### src/rtl/bgu_pkg.sv
// Shared types for the BGU delayed-branch scheduler.
// Condition codes, halt encoding, queue entry and state types.
package bgu_pkg;

    localparam logic [2:0] NV = 3'd0;
    localparam logic [2:0] AL = 3'd1;
    localparam logic [2:0] EQ = 3'd2;
    localparam logic [2:0] NE = 3'd3;
    localparam logic [2:0] LT = 3'd4;
    localparam logic [2:0] LE = 3'd5;
    localparam logic [2:0] GT = 3'd6;
    localparam logic [2:0] GE = 3'd7;

    localparam logic [7:0] HALT_HEAD = 8'b001_00_111;

    typedef struct packed {
        logic [7:0] head;
        logic [7:0] dest;
        logic [2:0] cond;
    } dbr_entry_t;

    typedef enum logic [1:0] {
        RUN,
        FLUSH,
        HALTED
    } sched_state_t;

endpackage

### src/rtl/branch_cond_eval.sv
// Combinational condition evaluator for delayed branches.
// Ports: cond (3b code), N/V/Z flags in; take out.
module branch_cond_eval
    import bgu_pkg::*;
(
    input  logic [2:0] cond,
    input  logic       N,
    input  logic       V,
    input  logic       Z,
    output logic       take
);

    logic w_lt;
    assign w_lt = N ^ V;

    always_comb begin
        take = 1'b0;
        unique case (cond)
            NV: take = 1'b0;
            AL: take = 1'b1;
            EQ: take = Z;
            NE: take = !Z;
            LT: take = w_lt;
            LE: take = w_lt | Z;
            GT: take = !(w_lt | Z);
            GE: take = !w_lt;
            default: take = 1'b0;
        endcase
    end

endmodule

### src/rtl/delayed_branch_sched.sv
// Program-order queue and resolver for two-lane delayed branches.
// Ports: p0/p1 enqueue lanes, stage-3 flags in; redirect/flush/halt/status out.
module delayed_branch_sched
    import bgu_pkg::*;
#(
    parameter int DEPTH = 4,
    parameter int PTR_W = $clog2(DEPTH)
) (
    input  logic             clk,
    input  logic             rst,
    input  logic             p0_enq,
    input  logic [7:0]       p0_head,
    input  logic [7:0]       p0_dest,
    input  logic [2:0]       p0_cond,
    input  logic             p1_enq,
    input  logic [7:0]       p1_head,
    input  logic [7:0]       p1_dest,
    input  logic [2:0]       p1_cond,
    input  logic             flags_valid,
    input  logic             N,
    input  logic             V,
    input  logic             Z,
    output logic             redirect,
    output logic [8:0]       redirect_pc,
    output logic             flush,
    output logic             do_delayed_B,
    output logic             halted,
    output logic [7:0]       halt_addr,
    output logic             full,
    output logic             overflow,
    output logic [PTR_W:0]   count
);

    localparam logic [PTR_W:0] DEPTH_C = (PTR_W+1)'(DEPTH);

    sched_state_t     r_state;
    dbr_entry_t       r_q [DEPTH];
    logic [PTR_W-1:0] r_rd;
    logic [PTR_W-1:0] r_wr;
    logic [PTR_W:0]   r_cnt;
    logic [8:0]       r_pc;
    logic             r_halted;
    logic [7:0]       r_haddr;
    logic             r_ovf;
    logic             r_dly;

    dbr_entry_t       w_head;
    dbr_entry_t       w_e0;
    dbr_entry_t       w_e1;
    logic             w_take;
    logic             w_resolve;
    logic             w_is_halt;
    logic             w_hit;
    logic             w_redir;
    logic             w_halt;
    logic             w_run_enq;
    logic [PTR_W:0]   w_free;
    logic [PTR_W:0]   w_room1;
    logic             w_acc0;
    logic             w_acc1;
    logic             w_drop;
    logic             w_pop;
    logic [PTR_W-1:0] w_wr1;

    assign w_head = r_q[r_rd];
    assign w_e0   = {p0_head, p0_dest, p0_cond};
    assign w_e1   = {p1_head, p1_dest, p1_cond};

    branch_cond_eval u_eval (
        .cond (w_head.cond),
        .N    (N),
        .V    (V),
        .Z    (Z),
        .take (w_take)
    );

    assign w_resolve = (r_state == RUN) && (r_cnt != '0) && flags_valid;
    assign w_is_halt = (w_head.head == HALT_HEAD) && (w_head.cond == AL);
    assign w_hit     = w_resolve && w_take;
    assign w_redir   = w_hit && !w_is_halt;
    assign w_halt    = w_hit && w_is_halt;
    assign w_pop     = w_resolve && !w_take;

    // Space is judged on occupancy before this cycle's pop, so a
    // popping slot is not reused by a same-cycle enqueue.
    assign w_free    = DEPTH_C - r_cnt;
    assign w_room1   = w_free - (PTR_W+1)'(w_acc0);
    assign w_run_enq = (r_state == RUN) && !w_hit;
    assign w_acc0    = w_run_enq && p0_enq && (w_free != '0);
    assign w_acc1    = w_run_enq && p1_enq && (w_room1 != '0);
    assign w_drop    = w_run_enq &&
                       ((p0_enq && !w_acc0) || (p1_enq && !w_acc1));
    // p1 lands behind p0 when both are accepted, else in the next slot.
    assign w_wr1     = r_wr + PTR_W'(w_acc0);

    assign redirect     = w_redir;
    assign flush        = w_redir;
    assign redirect_pc  = w_redir ? {1'b0, w_head.dest} : r_pc;
    assign do_delayed_B = r_dly;
    assign halted       = r_halted;
    assign halt_addr    = r_haddr;
    assign full         = w_free < (PTR_W+1)'(2);
    assign overflow     = r_ovf;
    assign count        = r_cnt;

    always_ff @(posedge clk) begin
        if (w_acc0) r_q[r_wr] <= w_e0;
        if (w_acc1) r_q[w_wr1] <= w_e1;
    end

    always_ff @(posedge clk or negedge rst) begin
        if (!rst) begin
            r_state  <= RUN;
            r_rd     <= '0;
            r_wr     <= '0;
            r_cnt    <= '0;
            r_pc     <= '0;
            r_halted <= 1'b0;
            r_haddr  <= '0;
            r_ovf    <= 1'b0;
            r_dly    <= 1'b0;
        end else begin
            r_dly <= 1'b0;
            unique case (r_state)
                RUN: begin
                    if (w_redir) begin
                        r_pc    <= {1'b0, w_head.dest};
                        r_rd    <= '0;
                        r_wr    <= '0;
                        r_cnt   <= '0;
                        r_dly   <= 1'b1;
                        r_state <= FLUSH;
                    end else if (w_halt) begin
                        r_haddr  <= w_head.dest;
                        r_halted <= 1'b1;
                        r_rd     <= '0;
                        r_wr     <= '0;
                        r_cnt    <= '0;
                        r_state  <= HALTED;
                    end else begin
                        r_wr  <= r_wr + PTR_W'(w_acc0) + PTR_W'(w_acc1);
                        r_rd  <= r_rd + PTR_W'(w_pop);
                        r_cnt <= r_cnt + (PTR_W+1)'(w_acc0)
                                       + (PTR_W+1)'(w_acc1)
                                       - (PTR_W+1)'(w_pop);
                        if (w_drop) r_ovf <= 1'b1;
                    end
                end
                FLUSH:   r_state <= RUN;
                HALTED:  r_state <= HALTED;
                default: r_state <= RUN;
            endcase
        end
    end

endmodule

### config.mk
export PLATFORM = sky130hd
export DESIGN_NAME = delayed_branch_sched
export DESIGN_NICKNAME = d
export VERILOG_FILES = /design/src/rtl/bgu_pkg.sv /design/src/rtl/branch_cond_eval.sv /design/src/rtl/delayed_branch_sched.sv
export SDC_FILE = /design/constraint.sdc
export NUM_CORES = 1
export LEC_CHECK = 0
export ABC_AREA = 1
export CAP_MARGIN = 20
export CORE_MARGIN = 2
export CORE_UTILIZATION = 40
export CTS_CLUSTER_DIAMETER = 30
export DETAILED_ROUTE_END_ITERATION = 6
export GPL_ROUTABILITY_DRIVEN = 0
export GPL_TIMING_DRIVEN = 0
export SETUP_SLACK_MARGIN = 0.1
export SLEW_MARGIN = 20
export SYNTH_ARGS = -nofsm -noshare
export SYNTH_HDL_FRONTEND = slang
export SYNTH_SLANG_ARGS = --single-unit
export TNS_END_PERCENT = 1
### constraint.sdc
create_clock -name clk -period 3.4 [get_ports clk]
set_input_delay 0.34 -clock clk [delete_from_list [all_inputs] [get_ports clk]]
set_output_delay 0.34 -clock clk [all_outputs]
set_load 0.05 [all_outputs]
# Word-level counts from Yosys, hierarchy flattened
# Memories as Yosys holds them, arrays and structs flattened.
# Index checks and enable logic that the tools add are counted.
# word_totals
regBits,29
mem_bits_rw,76
in_bits,46
output_inout_bits,26
word_cells,81
mem_count,1
# op_classes
n_addsub,8
magnitude_cmp,1
eq_ne,10
n_mux,17
n_bitwise,4
reduce_logical,31
# mem_list
memory,words,width,rd,rd_clocked_by_memory_dff,wr,line,rtl
r_q,4,19,1,0,2,delayed_branch_sched.sv:37,dbr_entry_t r_q [DEPTH];
# ops
operator,count
logical AND 1 bit,15
"equality test 3 bit, second input constant",4
2-to-1 mux 2 bit,6
2-to-1 mux 9 bit,1
nonzero test 3 bit,3
"equality test 8 x 6 -> 1 bit, second input constant",1
logical NOT 1 bit,8
one-hot mux 1 bit (8 select lines),1
adder 2 x 1 -> 2 bit,3
adder 3 x 1 -> 3 bit,2
"equality test 3 x 2 -> 1 bit, second input constant",2
2-to-1 mux 1 bit,6
2-to-1 mux 3 bit,2
subtractor 3 x 1 -> 3 bit,2
one-hot mux 2 bit (2 select lines),1
AND reduction 4 bit,1
"equality test 3 x 1 -> 1 bit, second input constant",1
logical NOT 3 bit,1
"< comparator 3 x 2 -> 1 bit, second input constant",1
"inequality test 3 bit, second input constant",1
AND reduction 3 bit,1
"subtractor 3 bit, first input constant",1
"equality test 2 bit, second input constant",1
logical NOT 2 bit,1
other kinds (4),5

# Logic depth before layout (Yosys ltp)
# Gate-level depths: netlist of run 1.
# depth
word_depth,17
mapped_depth,26
ltp_nobuf,23

# Modules after synthesis
# From an unflattened synthesis of run 1, not the netlist that was laid out.
# unflattened
hier_cells,585
area_unflattened_um2,5291.3
# modules_own_cells
module,instances,cells_per_inst,area_per_inst_um2,seq_area_each_um2
delayed_branch_sched,1,567,5216.3,3007.9
branch_cond_eval,1,18,75.1,0.0

# Worst setup path after synthesis of run 1
# Ideal clock, no wire load.
# synth_path
kind,reg-to-reg
from,"register r_cnt[0], in the netlist count[0]"
to,"register r_cnt[2], in the netlist count[2]"
setup_ns,0.072
arrival_time_ns,3.821
required_ns,3.328
path_slack_ns,-0.493
stages_incl_launch_ff,20
path_buffers,1
synth_period_minus_slack_ns,3.893
cell_sequence,dfrtp_1 > inv_1 > ha_1 > ha_1 > nor3_1 > o21ai_4 > nand2_1 > nor3_2 > ha_1 > nand3b_1 > nor2_1 > nor2_8 > buf_6 > fa_1 > inv_1 > fa_1 > xor2_1 > nand2_1 > xor2_1 > nor2_1
# synth_between
elab_chain_cells,15
word_cells_on_any_way,22
classes_between,add/sub: 5; mux: 2; reduce/logical: 15
# synth_rtl
element,line,rtl
"start, declared",delayed_branch_sched.sv:40,logic [PTR_W:0] r_cnt;
"start signal, assigned",delayed_branch_sched.sv:143,r_cnt <= r_cnt + (PTR_W+1)'(w_acc0)
"parallel branches: the longest is 14 deep, another holds subtractor 3 bit",n/a,
2-to-1 mux 3 bit (*),delayed_branch_sched.sv:126,if (w_redir) begin
# Every way passes the cells marked *.
# A chain may end at the register's enable or synchronous reset.

==> impl_metrics.ini, run 1 <==
[run_status]
outcome = finished with violations
violations = negative setup slack

[logic_synthesis]
avgSynthCellArea_um2 = 9.07
synth.area.top_cells = edfxtp_1 (39%), dfrtp_1 (12%), nand2_1 (11%), o21bai_1 (9.6%), nand3_1 (7.4%)
synth.cell_area_um2 = 5920
ys_types = 37
synth_top_area_frac = 0.385
yosysWarnings = 0
syn_nets = 709
ys_seq_area_frac = 0.508
synth_area_leader_cell = edfxtp_1
synthArstFlopShare = 0.276
synth_enable_flop_cells = 76
synth_commonest_cells = nand2_1 (180), nand3_1 (87), edfxtp_1 (76), o21bai_1 (76), inv_1 (54)
synth_seq_cells = 105
netlist_instances = 653
synth_most_common_cell = nand2_1
ys.flop_type = edfxtp_1

[sta]
slew_headroom = 0.543
fin_skew_ns = 0.00708
finalHoldViolations = 0
grt_setup_unrepaired = yes
fin_crit_sh = 1.05
slew_violations = 0
finalCriticalPeriod_ns = 3.56
clock.fmax_mhz = 281
fin_ws_ns = -0.160
setup_viol = 78
tightest_slew_ns = 0.685

[routing]
drt.antenna.violating_nets = 0
vias = 5246
drc = 0
drt-total-wl_um = 18000
drt_iter0_drc = 632
via_per_inst = 5.48
wire_per_inst_um = 18.8
drtPass1Iterations = 6

[floorplan]
start_util = 0.409
io_pins = 72
die_w_um = 126
die_area_um2 = 15800
coreArea_um2 = 14500
die_h_um = 126
num_rows = 44

[layout]
n_fill_cell = 1300
final_cell_area_um2 = 7790
final_cells = 957
final_core_util = 0.538
syn_to_final_growth_pct = 31.6
final_nets = 824
diodes = 0
drive_gt1_frac = 0.176

[grt]
grt_max_degree = 30
grt_antenna_before_repair = 0
grt_pass1_wl_um = 27600
grtUsageTotal = 0.225
grt_pass1_vias = 5244
grt_busiest_layer = met2
grt_use_met3 = 0.0476
use_met1 = 0.294
gr-usage-met2 = 0.370
globalRouteOverflowTotal = 0

[clock_network]
cts_made_buffers = 9
h-tree-depth = 3
cts_hold_buf = 0
clk_pin_slew_worst_paths_ns = 0.07
clock-sinks = 105
cts_max_path_buffers = 2
cts_tree = built
clkLatencyLatePin_ns = 0.36
ctsRootBufferMaster = clkbuf_16

[hold_path]
hp-class = input pin to asynchronous set/reset pin

[power]
peakVddDrop_uv = 229
p_leak_nw = 3.26
finalPower_w = 0.00264
p_per_area_nw_per_um2 = 339

[place]
placed_cell_area_um2 = 6900
dpl.cell_count = 908
hpwl_um = 11800
pre_cts_ws_ns = -0.992
port_buffers = 71

[critical_path]
crit_fanout = 19
crit_required_ns = 3.45
end_kind = flip-flop
critPathLaunchType = flip-flop
crit_type = flip-flop to flip-flop
arrival_ns = 3.61

[flow_run]
cap_violations = 0
[power by group]
group | switching (W) | total, W | internal [W]
clock | 0.000490 | 0.00112 | 0.000632
sequential | 0 | 0.00137 | 0.00137
combinational | 0.0000683 | 0.000149 | 0.0000811
[worst max-delay path, stage by stage (launching register included)]
cell and delay, ns:
dfrtp_1 0.36, buf_4 0.17, inv_4 0.09, nand3_2 0.11
buf_4 0.15, nand3_1 0.07, nand2_1 0.05, nand2_1 0.07
nand2_2 0.07, o21ai_4 0.18, nand2_4 0.08, nor3_4 0.23
buf_4 0.15, buf_4 0.10, buf_4 0.10, buf_4 0.10
buf_4 0.09, buf_4 0.09, buf_4 0.09, buf_4 0.09
buf_4 0.09, buf_4 0.10, buf_6 0.08, buf_6 0.08
buf_6 0.15, nand2_4 0.08, nand2_8 0.19
[repair_timing]
item | in CTS | in global routing
hold endpoints to repair | 0 | 0
gates cloned | 0 | 3
endpoints found under the setup margin | 168 | 164
pin swaps | 8 | 15
buffers inserted | 17 | 13
resized for setup | 66 | 54
[cells in the final DEF (no fill, tap or decap), types with 3 or more instances in the layout]
cell type and n:
bufinv_8 3, dfrtp_1 27, a32o_1 8, xor2_1 5, clkbuf_2 4, nand3_1 84, nand3_2 5, nor2_2 3
inv_4 3, buf_2 4, nand2_4 6, o21bai_1 76, inv_1 53, clkdlybuf4s50_1 59, o21ai_0 19, buf_4 31
a21oi_1 8, edfxtp_1 76, nor3b_1 4, dlygate4sd2_1 8, nand2_2 10, buf_6 17, nand2_8 8, clkbuf_1 5
o21ai_1 8, ha_1 7, clkbuf_16 12, nand3b_1 3, nand2_1 161, buf_8 3, nand4_1 4, nor2_1 15
clkbuf_4 9
[cell families (layout without fill, tap and decap cells)]
logic type / Yosys count / count (layout) / synth area share
AOI/OAI and AO/OA: 124 / 124 / 0.147
xor gates and xnor gates: 5 / 5 / 0.00740
adders and majority gates: 10 / 10 / 0.0237
buffers and inverters: 101 / 218 / 0.0847
DFF: 105 / 105 / 0.508
and+or+nand+nor: 308 / 311 / 0.229
[worst paths after layout]
check                                        from                      to  slack (ns)  cells past startpoint
min in group clk           r_state[0]$_DFFE_PN0P_  r_state[1]$_DFFE_PN0P_        0.44                      1
hold / removal                                rst    overflow$_DFFE_PN0P_        0.02                      1
max in group asynchronous                     rst    count[1]$_DFFE_PN0P_        2.91                      1
setup / recovery              r_rd[1]$_DFFE_PN0P_     r_q[1][9]$_DFFE_PP_       -0.16                     26
hold reg to reg            r_state[0]$_DFFE_PN0P_  r_state[1]$_DFFE_PN0P_        0.44                      1
setup reg to reg              r_rd[1]$_DFFE_PN0P_     r_q[1][9]$_DFFE_PP_       -0.16                     26
[through the flow]
stage          TNS [ns]  hold WS [ns]
6_report          -9.73        0.0179
5_1_grt          -29.57        0.0730
4_1_cts          -0.273        0.0412
3_5_place_dp     -92.32         0.428
3_3_place_gp     -80.54         0.427
2_1_floorplan   -0.0313        0.0444
[registers in the layout (all words and copies together), names as in the netlist, 2 cells and up]
register,cells
r_state,2
r_q,76
r_rd,2
halt_addr,8
r_pc,9
count,3
r_wr,2
[area by class of cell]
class	count	area (um2)	area share
clock buffer	12	300	0.0385
timing repair buffer	101	928	0.119
inverter	60	277	0.0355
sequential	105	3010	0.386
tap	184	230	0.0295
multi-input combinational	450	2680	0.343
clock inverter	4	25.0	0.00321
buffer	41	345	0.0443
[routing by layer]
metal	part of all wire	vias to the layer above	wire length, um
met5	0	-	0
met1	0.41	2499	7410
li1	-	2456	-
met3	0.086	24	1540
met4	0.017	0	311
met2	0.49	267	8770
No activity file was read; power rests on OpenSTA's default activity.
==> run 2: changes to the inputs <==
--- a/config.mk
+++ b/config.mk
@@ -7,7 +7,6 @@
 export LEC_CHECK = 0
 export ABC_AREA = 1
 export CAP_MARGIN = 20
-export CORE_MARGIN = 2
 export CORE_UTILIZATION = 40
 export CTS_CLUSTER_DIAMETER = 30
 export DETAILED_ROUTE_END_ITERATION = 6
@@ -18,4 +17,3 @@
 export SYNTH_ARGS = -nofsm -noshare
 export SYNTH_HDL_FRONTEND = slang
 export SYNTH_SLANG_ARGS = --single-unit
-export TNS_END_PERCENT = 1
==> constraint.sdc (replaced) <==
create_clock -name clk -period 3.3 [get_ports clk]
set_input_delay 0.33 -clock clk [delete_from_list [all_inputs] [get_ports clk]]
set_output_delay 0.33 -clock clk [all_outputs]
set_load 0.05 [all_outputs]
==> run 2 against run 1 <==
  * Highest routed layer unchanged
  * Clock power down 4%
  * Power increased by 0.27%
  * Fmax grew 6.8%
  * Core utilization rose by 0.51 points
  * The flow finishes with violations (negative hold slack, negative setup slack)
  * Register-to-register slack gained 0.13 ns
  * Combinational power grew 3%
  * Critical path type unchanged
  * Non-clock buffer count down 4
  * Critical path depth decreased by 5
==> impl_metrics.ini, run 2 (same netlist as run 1, synthesis figures left out) <==
[clock_network]
ctsRootBufferMaster = clkbuf_16
clock-sinks = 105
clk_pin_slew_worst_paths_ns = 0.07
clkLatencyLatePin_ns = 0.36
cts_made_buffers = 9
h-tree-depth = 3
cts_tree = built
cts_max_path_buffers = 2

[critical_path]
r2r_start = r_rd[0]$_DFFE_PN0P_
arrival_ns = 3.43
crit_type = flip-flop to flip-flop
reg2reg_slack_ns = -0.03
rr_worst_depth = 21
critPathLaunchType = flip-flop
r2r_end = r_q[1][18]$_DFFE_PP_
crit_fanout = 8
crit_required_ns = 3.40
end_kind = flip-flop

[layout]
final_nets = 827
multi_input_area_um2 = 2820
diodes = 0
largest_reg_flops = 76
drive_gt1_frac = 0.198
register_area_um2 = 3010
final_cell_area_um2 = 7870
layout_common_cells = nand2_1 (163), nand3_1 (83), o21bai_1 (76), edfxtp_1 (76), clkdlybuf4s50_1 (59)
final_common_cell = nand2_1
top_register = r_q
n_fill_cell = 1295
syn_to_final_growth_pct = 32.9

[power]
seqPwrFrac = 0.534
switchingPower_w = 0.000587
peakVddDrop_uv = 291
p_leak_nw = 3.24
clockPowerShare = 0.408
p_per_area_nw_per_um2 = 337
switching_share = 0.221
cellInternalPower_w = 0.00207
combPwrFrac = 0.058

[routing]
vias = 5356
via_per_inst = 5.58
drt-total-wl_um = 18700
drt.antenna.violating_nets = 0
wire_per_inst_um = 19.5
drc = 0
drtPass1Iterations = 7
drt_iter0_drc = 642

[grt]
grt_max_degree = 30
grtUsageTotal = 0.244
globalRouteOverflowTotal = 0
grt_pass1_vias = 5019
grt_pass1_wl_um = 27100
grt_antenna_before_repair = 0

[place]
placed_cell_area_um2 = 6910
port_buffers = 71
hpwl_um = 11800

[sta]
finalCriticalPeriod_ns = 3.33
fin_setup_tns_ns = -0.152
grt_setup_unrepaired = yes
slew_violations = 0
tightest_slew_ns = 0.753
hold_ws_ns = -0.00498
slew_headroom = 0.497
fin_skew_ns = 0.00517
fin_ws_ns = -0.0335
fin_crit_sh = 1.01
clock.fmax_mhz = 300
setup_viol = 12
finalHoldViolations = 5

[floorplan]
die_area_um2 = 15300
num_rows = 44
die_h_um = 124
die_w_um = 124
io_pins = 72
coreArea_um2 = 14500
start_util = 0.409

[run_status]
outcome = finished with violations
violations = negative hold slack, negative setup slack

[hold_path]
hp-class = input pin to asynchronous set/reset pin

[flow_run]
cap_violations = 0
-- run 2: area by class of cell --
type / instances / share of cell area
Buffer: 40 / 0.0476
Clock buffer: 10 / 0.0318
Clock inverter: 6 / 0.00573
Inverter: 60 / 0.0307
Multi-Input combinational cell: 457 / 0.358
Sequential cell: 105 / 0.383
Tap cell: 184 / 0.0293
Timing Repair Buffer: 98 / 0.114
-- run 2: routing by layer --
layer,vias up,part of all wire,wire [um],track usage
li1,2473,-,-,-
met1,2539,0.40,7550,0.317
met2,302,0.47,8860,0.403
met3,42,0.094,1750,0.0554
met4,0,0.029,537,0.0730
met5,-,0,0,0
-- run 2: per-stage QoR --
step                utilization  power [W]  worst slack [ns]  hold WS, ns  cells
floorplan                     -    0.00151            -0.131       0.0344    653
global placement          0.478    0.00159            -0.658        0.446    908
detailed placement        0.477    0.00160            -0.760        0.408    908
CTS                       0.520    0.00266           -0.0593       0.0167    945
global route              0.543    0.00273            -0.268       0.0472    960
finish                    0.543    0.00265           -0.0335     -0.00498    960
-- run 2: timing repair --
| action | 4_1_cts | 5_1_grt |
|---|---|---|
| hold buffers | 0 | 0 |
| pin swaps | 9 | 19 |
| gates cloned | 3 | 7 |
| setup endpoints to repair | 168 | 166 |
| gates resized for setup | 91 | 90 |
| buffers inserted | 19 | 9 |
-- run 2: how the worst max path moves through the flow --
stage | startpoint | end | cells past startpoint
2_1_floorplan | r_rd[0]$_DFFE_PN0P_ | count[2]$_DFFE_PN0P_ | 24
3_3_place_gp | N | r_q[2][10]$_DFFE_PP_ | 15
4_1_cts | r_rd[0]$_DFFE_PN0P_ | count[2]$_DFFE_PN0P_ | 23
6_report | r_rd[0]$_DFFE_PN0P_ | r_q[1][18]$_DFFE_PP_ | 21
5_1_grt | r_rd[0]$_DFFE_PN0P_ | count[2]$_DFFE_PN0P_ | 23
3_5_place_dp | N | r_q[2][10]$_DFFE_PP_ | 15
-- run 2: power groups by stage --
| stage | clock network, W | logic, W | registers (W) |
|---|---|---|---|
| after floorplan | 0 | 0.0000633 | 0.00144 |
| after global placement | 0 | 0.000149 | 0.00144 |
| after detailed placement | 0 | 0.000151 | 0.00144 |
| after CTS | 0.00109 | 0.000152 | 0.00141 |
| after global routing | 0.00114 | 0.000169 | 0.00141 |
| final | 0.00108 | 0.000154 | 0.00141 |
-- run 2: critical path, cell delays in order (launching register included) --
cell and delay, ns:
dfrtp_1 0.37, buf_6 0.15, inv_8 0.05, buf_8 0.11, nand2_4 0.05, nand3_2 0.06, nand2_2 0.10, nor2_2 0.04
nand3_1 0.11, nand2_2 0.09, o21ai_4 0.21, nand2_4 0.08, nor3_4 0.24, ha_1 0.27, nand3b_1 0.14, nor2_4 0.07
inv_1 0.09, nand4_2 0.24, buf_6 0.24, buf_4 0.14, o21bai_1 0.11, nand2_1 0.11
